--- config.mk ---
export PLATFORM = sky130hd
export DESIGN_NAME = pong_ball
export DESIGN_NICKNAME = d
export VERILOG_FILES = /design/src/rtl/pong_ball.sv
export SDC_FILE = /design/constraint.sdc
export NUM_CORES = 1
export LEC_CHECK = 0
export ABC_CLOCK_PERIOD_IN_PS = 4950
export CORE_MARGIN = 1
export CORE_UTILIZATION = 24
export CTS_BUF_LIST = sky130_fd_sc_hd__clkbuf_4 sky130_fd_sc_hd__clkbuf_8
export DETAILED_ROUTE_END_ITERATION = 8
export PLACE_DENSITY = 0.49
export SLEW_MARGIN = 30
export SYNTH_ARGS = -nofsm -noshare
export SYNTH_HDL_FRONTEND = slang
export SYNTH_SLANG_ARGS = --single-unit
export TNS_END_PERCENT = 10
--- constraint.sdc ---
create_clock -name clk -period 4.95 [get_ports clk]
set_input_delay 0.7425 -clock clk [delete_from_list [all_inputs] [get_ports clk]]
set_output_delay 0.7425 -clock clk [all_outputs]
set_load 0.02 [all_outputs]
--- src/rtl/pong_ball.sv ---
// pong_ball: game-logic stage that runs one ball-physics update per video frame.
// It owns serve/play/score sequencing and the two score counters. The ball
// sprite position (top-left pixel) feeds the display stage.
//
// Ports:
//   clk, rst           pixel clock, synchronous active-high reset
//   frame_tick         one-cycle pulse per frame (start of vertical blank)
//   p1_y, p2_y         paddle top edges from the paddle/input logic
//   p1_srv, p2_srv     serve buttons (level)
//   ball_x, ball_y     ball top-left pixel
//   p1_score, p2_score point counters (saturate at 15)
//   state              0=SERVE 1=PLAY 2=SCORED 3=GAMEOVER
//   point              one-cycle pulse when a point is awarded
// All outputs are registered.
module pong_ball #(
  parameter int SCREEN_W    = 640,
  parameter int SCREEN_H    = 480,
  parameter int BALL_SIZE   = 8,
  parameter int PADDLE_W    = 8,
  parameter int PADDLE_H    = 50,
  parameter int P1_X        = 40,
  parameter int P2_X        = 600,
  parameter int SPEED       = 2,
  parameter int START_X     = 320,
  parameter int START_Y     = 240,
  parameter int HOLD_FRAMES = 60,
  parameter int WIN_SCORE   = 9
) (
  input  logic       clk,
  input  logic       rst,
  input  logic       frame_tick,
  input  logic [9:0] p1_y,
  input  logic [9:0] p2_y,
  input  logic       p1_srv,
  input  logic       p2_srv,
  output logic [9:0] ball_x,
  output logic [9:0] ball_y,
  output logic [3:0] p1_score,
  output logic [3:0] p2_score,
  output logic [1:0] state,
  output logic       point
);

  typedef enum logic [1:0] {S_SERVE = 2'd0, S_PLAY = 2'd1, S_SCORED = 2'd2, S_OVER = 2'd3} state_t;

  localparam int HW = $clog2(HOLD_FRAMES + 1);

  // Geometry in 11 bits so sums like ball_y + BALL_SIZE + SPEED never wrap.
  localparam logic [10:0] L_SW    = 11'(SCREEN_W);
  localparam logic [10:0] L_SH    = 11'(SCREEN_H);
  localparam logic [10:0] L_BALL  = 11'(BALL_SIZE);
  localparam logic [10:0] L_PH    = 11'(PADDLE_H);
  localparam logic [10:0] L_P1R   = 11'(P1_X + PADDLE_W);  // right face of left paddle
  localparam logic [10:0] L_P2X   = 11'(P2_X);
  localparam logic [10:0] L_SPEED = 11'(SPEED);
  localparam logic [9:0]  L_SX    = 10'(START_X);
  localparam logic [9:0]  L_SY    = 10'(START_Y);
  localparam logic [HW-1:0] L_HOLD = HW'(HOLD_FRAMES);
  localparam logic [3:0]  L_WIN   = 4'(WIN_SCORE);

  // dir_x: 1 = right. dir_y: 1 = down. server: 0 = P1, 1 = P2.
  state_t        st_q, st_n;
  logic          dir_x, dir_y, serve_tog, server;
  logic [HW-1:0] hold_cnt;

  logic          dir_x_d, dir_y_d, serve_tog_d, server_d, point_d;
  logic [HW-1:0] hold_cnt_d;
  logic [9:0]    ball_x_d, ball_y_d;
  logic [3:0]    p1_score_d, p2_score_d;

  logic [10:0]   bx, by, p1, p2;
  logic          ov1, ov2;
  logic [9:0]    x_n, y_n;
  logic          dx_n, dy_n, miss_l, miss_r;
  logic          serve_req, hold_done;
  logic [HW-1:0] hold_inc;

  assign bx = {1'b0, ball_x};
  assign by = {1'b0, ball_y};
  assign p1 = {1'b0, p1_y};
  assign p2 = {1'b0, p2_y};

  // Vertical overlap with each paddle, from the pre-update ball_y.
  assign ov1 = (by + L_BALL > p1) && (by < p1 + L_PH);
  assign ov2 = (by + L_BALL > p2) && (by < p2 + L_PH);

  assign serve_req = server ? p2_srv : p1_srv;
  assign hold_inc  = hold_cnt + 1'b1;
  assign hold_done = frame_tick && (hold_inc == L_HOLD);

  // Vertical step candidate.
  always_comb begin
    y_n  = ball_y;
    dy_n = dir_y;
    if (!dir_y) begin
      if (by <= L_SPEED) begin
        y_n  = '0;
        dy_n = 1'b1;
      end else begin
        y_n = 10'(by - L_SPEED);
      end
    end else begin
      if (by + L_BALL + L_SPEED >= L_SH) begin
        y_n  = 10'(L_SH - L_BALL);
        dy_n = 1'b0;
      end else begin
        y_n = 10'(by + L_SPEED);
      end
    end
  end

  // Horizontal step candidate. The bounce test only fires when this step
  // would carry the ball across the paddle face; otherwise it passes through.
  always_comb begin
    x_n    = ball_x;
    dx_n   = dir_x;
    miss_l = 1'b0;
    miss_r = 1'b0;
    if (!dir_x) begin
      if (bx >= L_P1R && (bx - L_SPEED) < L_P1R && ov1) begin
        x_n  = 10'(L_P1R);
        dx_n = 1'b1;
      end else if (bx <= L_SPEED) begin
        miss_l = 1'b1;
      end else begin
        x_n = 10'(bx - L_SPEED);
      end
    end else begin
      if (bx + L_BALL <= L_P2X && bx + L_BALL + L_SPEED > L_P2X && ov2) begin
        x_n  = 10'(L_P2X - L_BALL);
        dx_n = 1'b0;
      end else if (bx + L_BALL + L_SPEED >= L_SW) begin
        miss_r = 1'b1;
      end else begin
        x_n = 10'(bx + L_SPEED);
      end
    end
  end

  // State register.
  always_ff @(posedge clk) begin
    if (rst) st_q <= S_SERVE;
    else     st_q <= st_n;
  end

  // Next-state logic.
  always_comb begin
    st_n = st_q;
    case (st_q)
      S_SERVE:  if (serve_req) st_n = S_PLAY;
      S_PLAY:   if (frame_tick && (miss_l || miss_r)) st_n = S_SCORED;
      S_SCORED: if (hold_done)
                  st_n = (p1_score >= L_WIN || p2_score >= L_WIN) ? S_OVER : S_SERVE;
      default:  st_n = S_OVER;
    endcase
  end

  // Next values of the registered outputs and game registers.
  always_comb begin
    ball_x_d    = ball_x;
    ball_y_d    = ball_y;
    dir_x_d     = dir_x;
    dir_y_d     = dir_y;
    serve_tog_d = serve_tog;
    server_d    = server;
    hold_cnt_d  = hold_cnt;
    p1_score_d  = p1_score;
    p2_score_d  = p2_score;
    point_d     = 1'b0;
    case (st_q)
      S_SERVE: begin
        ball_x_d = L_SX;
        ball_y_d = L_SY;
        if (serve_req) begin
          dir_x_d     = ~server;  // serve away from the server
          dir_y_d     = serve_tog;
          serve_tog_d = ~serve_tog;
        end
      end
      S_PLAY: begin
        if (frame_tick) begin
          if (miss_l || miss_r) begin
            // Ball stays where it was; the player who missed serves next.
            point_d    = 1'b1;
            hold_cnt_d = '0;
            if (miss_r) begin
              p1_score_d = (p1_score == 4'hF) ? p1_score : p1_score + 1'b1;
              server_d   = 1'b1;
            end else begin
              p2_score_d = (p2_score == 4'hF) ? p2_score : p2_score + 1'b1;
              server_d   = 1'b0;
            end
          end else begin
            ball_x_d = x_n;
            ball_y_d = y_n;
            dir_x_d  = dx_n;
            dir_y_d  = dy_n;
          end
        end
      end
      S_SCORED: begin
        if (frame_tick) hold_cnt_d = hold_inc;
        if (hold_done) begin
          ball_x_d = L_SX;
          ball_y_d = L_SY;
        end
      end
      default: begin
        ball_x_d = L_SX;
        ball_y_d = L_SY;
      end
    endcase
  end

  always_ff @(posedge clk) begin
    if (rst) begin
      ball_x    <= L_SX;
      ball_y    <= L_SY;
      dir_x     <= 1'b1;
      dir_y     <= 1'b1;
      serve_tog <= 1'b1;  // first serve goes down
      server    <= 1'b0;
      hold_cnt  <= '0;
      p1_score  <= '0;
      p2_score  <= '0;
      point     <= 1'b0;
    end else begin
      ball_x    <= ball_x_d;
      ball_y    <= ball_y_d;
      dir_x     <= dir_x_d;
      dir_y     <= dir_y_d;
      serve_tog <= serve_tog_d;
      server    <= server_d;
      hold_cnt  <= hold_cnt_d;
      p1_score  <= p1_score_d;
      p2_score  <= p2_score_d;
      point     <= point_d;
    end
  end

  assign state = st_q;

endmodule

* Word-level counts from Yosys, hierarchy flattened *
Index checks and enable logic that the tools add are counted.

storage, ports and cells
  flip-flop bits (word level) = 41
  bits in latches = 0
  RAM bits = 0
  ROM bits = 0
  input bits = 25
  output and inout bits = 31
  word-level logic and storage cells = 130
  memories = 0

cells by class
  $add $sub $neg = 13
  multipliers = 0
  divide/modulo/power cells = 0
  order comparisons = 14
  equality and inequality tests = 14
  shifts and indexed selects = 0
  multiplexer cells = 48
  bitwise logic cells = 7
  reduce and logical (&&, ||, !) cells = 23

operators by type and width
  kind                                                              number
  2-to-1 mux 10 bit                                                 14
  one-hot mux 10 bit (2 select lines)                               2
  adder 10 x 4 -> 11 bit, second input constant                     2
  adder 10 x 6 -> 11 bit, second input constant                     2
  adder 11 x 2 -> 11 bit, second input constant                     2
  > comparator 11 x 10 -> 1 bit                                     2
  less-than comparator 10 x 11 -> 1 bit                             2
  2-to-1 mux 1 bit                                                  21
  adder 10 x 2 -> 10 bit, second input constant                     2
  less-or-equal comparator 10 x 2 -> 1 bit, second input constant   2
  2-to-1 mux 6 bit                                                  3
  AND reduction 5 bit                                               3
  != test 2 bit, second input constant                              7
  one-hot mux 6 bit (2 select lines)                                1
  >= comparator 11 x 10 -> 1 bit, second input constant             1
  >= comparator 11 x 9 -> 1 bit, second input constant              1
  > comparator 11 x 10 -> 1 bit, second input constant              1
  less-or-equal comparator 11 x 10 -> 1 bit, second input constant  1
  less-than comparator 11 x 6 -> 1 bit, second input constant       1
  subtractor 10 x 2 -> 11 bit, second input constant                1
  >= comparator 10 x 6 -> 1 bit, second input constant              1
  subtractor 10 x 2 -> 10 bit, second input constant                1
  AND reduction 3 bit                                               3
  adder 4 x 1 -> 4 bit, second input constant                       2
  18 further kinds                                                  41

* Logic depth before layout (Yosys ltp) *
  word-level depth = 11
  depth in mapped cells = 15
  gate-level depth less buffers = 14

* Worst setup path before layout *
OpenSTA, ideal clock, no wires.

  path kind = reg-to-reg
  from = register ball_y[3]
  to = register p1_score[0]
  data arrival time = 3702 ps
  required time = 4827 ps
  setup slack = 1125 ps
  cell stages (with the launch flop) = 13
  clock period less this slack = 3825 ps
  path through = dfxtp_1 clkbuf_1 inv_1 ha_1 ha_1 a21o_1 a21o_1 a2111o_1 a21oi_1 a211oi_2 or4_4 a31oi_4 mux2_1

on the way
  word-level cells in the longest chain between the ends = 8
  elaborated cells between the ends (all ways) = 15

ends and longest elaborated chain
  element                                                  line      RTL
  from (decl)                                              37        output logic [9:0] ball_y,
  from (signal assigned)                                   229       ball_y <= ball_y_d;
  adder 10 x 4 -> 11 bit                                   84, 85
  > comparator 11 x 10 -> 1 bit, on equally long branches  84, 85
  logical AND 1 bit, on equally long branches              84, 85
  logical AND 1 bit, on equally long branches              120, 129
  2-to-1 mux 1 bit, on equally long branches               120, 129
  2-to-1 mux 1 bit                                         119       if (!dir_x) begin
  logical OR 1 bit                                         182       if (miss_l || miss_r) begin
  AND reduction 5 bit (no source line) (*)                 -
  to (signal assigned)                                     235       p1_score <= p1_score_d;
  to (decl)                                                38        output logic [3:0] p1_score,

Mark *: on every way between the ends. The rest lies on a longest branch, timed or not.
A chain may end at the register's enable or synchronous reset.

* Worst setup path in the final report *
  from = input port p2_y[3]
  to = register ball_x[8]

on the way
  word-level cells in the longest chain between the ends = 9
  elaborated cells between the ends (all ways) = 16

ends and longest elaborated chain
  element                                                                            line  RTL
  from (decl)                                                                        33    input logic [9:0] p2_y,
  adder 10 x 6 -> 11 bit                                                             85    assign ov2 = (by + L_BALL > p2) && (by < p2 + L_PH);
  less-than comparator 10 x 11 -> 1 bit                                              85
  logical AND 1 bit (*)                                                              85
  logical AND 1 bit (*)                                                              129   if (bx + L_BALL <= L_P2X && bx + L_BALL + L_SPEED > L_P2X && ov2) begin
  2-to-1 mux 10 bit / 2-to-1 mux 1 bit (equally long branches)                       129
  2-to-1 mux 10 bit / 2-to-1 mux 1 bit (equally long branches)                       119
  2-to-1 mux 10 bit / logical OR 1 bit (equally long branches)                       182
  2-to-1 mux 10 bit / != test 2 bit (equally long branches)                          -
  one-hot mux 10 bit (2 select lines) / AND reduction 5 bit (equally long branches)  -
  to (signal assigned)                                                               228   ball_x <= ball_x_d;
  to (decl)                                                                          36    output logic [9:0] ball_x,

Mark *: on every way between the ends. The rest lies on a longest branch, timed or not. The select of a mux whose other input is x is not followed.

==> results.sh <==
export IMPL_status="completed"
export IMPL_required_ps=5140
export IMPL_synth_edf_count=0
export IMPL_clock_latency_ps=290
export IMPL_yosysUniqueCellTypes=76
export IMPL_pin_count=56
export IMPL_syn_to_final_growth_pct=19.2
export IMPL_grt_pass1_wl_um=22300
export IMPL_die_area_um2=19600
export IMPL_async_reset_ff_frac=0
export IMPL_maxCapViolations=0
export IMPL_wirelength_um=13500
export IMPL_seq_area_um2=781
export IMPL_drive_above_1_share=0.0601
export IMPL_post_drt_wl_per_cell_um=15.3
export IMPL_synth_area_um2=4580
export IMPL_rsz0062_at_grt="no"
export IMPL_startpoint_type="input port"
export IMPL_grt_max_degree=24
export IMPL_placed_area_um2=5370
export IMPL_period_needed_ps=4180
export IMPL_cts_tree="yes"
export IMPL_skew_ps=7.49
export IMPL_floorplan_core_area_um2=18700
export IMPL_n_fill_cell=2037
export IMPL_peakVddDrop_uv=93.4
export IMPL_hold_buffers=0
export IMPL_synth_top_family_by_area="compound AO/OA/AOI/OAI gates"
export IMPL_start_util=0.245
export IMPL_whs_ps=495
export IMPL_cts_resized=0
export IMPL_postLayoutCellArea_um2=5460
export IMPL_synthMuxAreaShare=0.0202
export IMPL_synth_xor_area_frac=0.0796
export IMPL_num_nets_final=734
export IMPL_leakage_uw=0.00206
export IMPL_cts_max_level=2
export IMPL_synthCells=603
export IMPL_antenna_diode_count=0
export IMPL_end_kind="flop"
export IMPL_final_common_cell="ha_1"
export IMPL_multi_input_area_um2=3490
export IMPL_cts_buffers=5
export IMPL_cp_max_fo=7
export IMPL_ys_seq_elements=39
export IMPL_cts_sinks=39
export IMPL_root_buffer="clkbuf_8"
export IMPL_postCtsSetupBuffers=0
export IMPL_clock_path_buffers=2
export IMPL_hold_viol_final=0
export IMPL_syn_avg_cell_area_um2=7.59
export IMPL_yosys_area_share_adder=0.164
export IMPL_dp_cells=876
export IMPL_relSlewSlack=0.370
export IMPL_grt_pass1_vias=4255
export IMPL_drt_iter0_drc=271
export IMPL_final_cell_mix="ha_1 (60), nand2_1 (56), clkdlybuf4s50_1 (53)"
export IMPL_antenna_found_initial=0
export IMPL_slew_viol_final=0
export IMPL_hold_class="flop to flop"
export IMPL_period_share=0.845
export IMPL_grt_overflow=0
export IMPL_r2r_slack_ps=870
export IMPL_grt_use_total=0.138
export IMPL_port_buffers=53
export IMPL_max_clock_freq_mhz=239
export IMPL_ant_nets=0
export IMPL_remaining_drc_errors=0
export IMPL_dp_hpwl_um=10300
export IMPL_cp_arrival_ps=4370
export IMPL_synth_compound_area_share=0.262
export IMPL_gp_congestion=0.843
export IMPL_drtPass1Iterations=5
export IMPL_clk_pin_slew_ps=80
export IMPL_synth_simple_area_share=0.236
export IMPL_die_w_um=140
export IMPL_synth_warnings=0
export IMPL_synthFlopType="dfxtp_1"
export IMPL_rows=50
export IMPL_crit_type="input port to flop"
export IMPL_setup_violations=0
export IMPL_yosysSeqAreaShare=0.171
export IMPL_vias=4565
export IMPL_stdcell_count=883
export IMPL_power_density_nw_per_um2=147
export IMPL_setup_tns_ps=0
export IMPL_die_h_um=140
export IMPL_via_per_inst=5.17
export IMPL_tightest_slew_ps=938
==> stage by stage <==
stage	power [uW]	setup slack, ps	utilization
2_1_floorplan	500	1130	-
3_3_place_gp	580	537	0.287
3_5_place_dp	579	467	0.287
4_1_cts	806	781	0.292
5_1_grt	853	592	0.292
6_report	799	766	0.292
==> cell type report <==
| type | instances | share of cell area |
|---|---|---|
| Multi-Input combinational cell | 491 | 0.640 |
| Sequential cell | 39 | 0.143 |
| Clock buffer | 6 | 0.0151 |
| Inverter | 46 | 0.0317 |
| Tap cell | 234 | 0.0537 |
| Clock inverter | 1 | 0.000917 |
| Timing Repair Buffer | 66 | 0.115 |
==> power breakdown <==
group / internal, uW / switching (uW) / total (uW)
combinational: 103 / 129 / 232
clock: 110 / 118 / 227
sequential: 320 / 20.8 / 341
total: 532 / 267 / 799
==> routing by layer <==
metal	vias up	share of wire	GRT usage
met5	-	0	0
li1	2321	-	-
met1	2127	0.51	0.199
met4	0	0.011	0.0289
met3	11	0.035	0.0174
met2	106	0.44	0.217
==> state kept, by name, indices dropped and copies added (netlist names) <==
name,count
state,2
ball_x,9
p2_score,4
p1_score,4
dir_x,1
server,1
hold_cnt,6
dir_y,1
serve_tog,1
ball_y,9
point,1
==> critical path: stages <==
cell and delay [ps]:
clkdlybuf4s50_1 470, and3_1 250, o31a_1 280, or2_2 320, ha_1 290, and4_1 220, a211o_1 290, o31a_1 320
a211o_1 400, o21ai_1 420, a22oi_1 160, o22a_1 200
==> worst paths after layout <==
path | cells after the start | from | end
max | 12 | p2_y[3] | ball_x[8]
min | 2 | hold_cnt[1] | hold_cnt[1]
max reg2reg | 14 | ball_y[4] | p1_score[0]
min reg2reg | 2 | hold_cnt[1] | hold_cnt[1]
==> synthesized netlist by cell type (all sizes together) (3+ instances only) <==
cell type	number	area, um2
nand3	25	125
a21oi	35	175
a211o	7	61.3
buf	9	60.1
nor4	7	43.8
a21o	3	22.5
o21bai	4	30.0
o22ai	8	50.1
a32o	3	30.0
nand4	13	87.6
mux2i	7	70.1
nand2	56	210
inv	45	169
a32oi	4	35.0
ha	60	751
a22oi	4	30.0
o31a	4	35.0
a2bb2oi	4	35.0
a31oi	12	103
o31ai	7	57.6
and3	11	68.8
clkbuf	19	72.6
xnor2	29	277
a211oi	12	95.1
nand2b	4	25.0
o21ai	19	95.1
dfxtp	39	781
nor2b	5	31.3
xor2	10	87.6
or3	9	56.3
nor3	23	120
nor2	45	169
and2	6	37.5
and4	4	35.0
o211ai	11	82.6
==> cells by family after synthesis <==
kind of cell    after synthesis
compound gates              165
simple gates                216
other cells                   1
mux                           9
xor+xnor                     39
fa+ha+maj                    60
buf+inv                      74
flops                        39
Power figures use the tool's default switching activity.
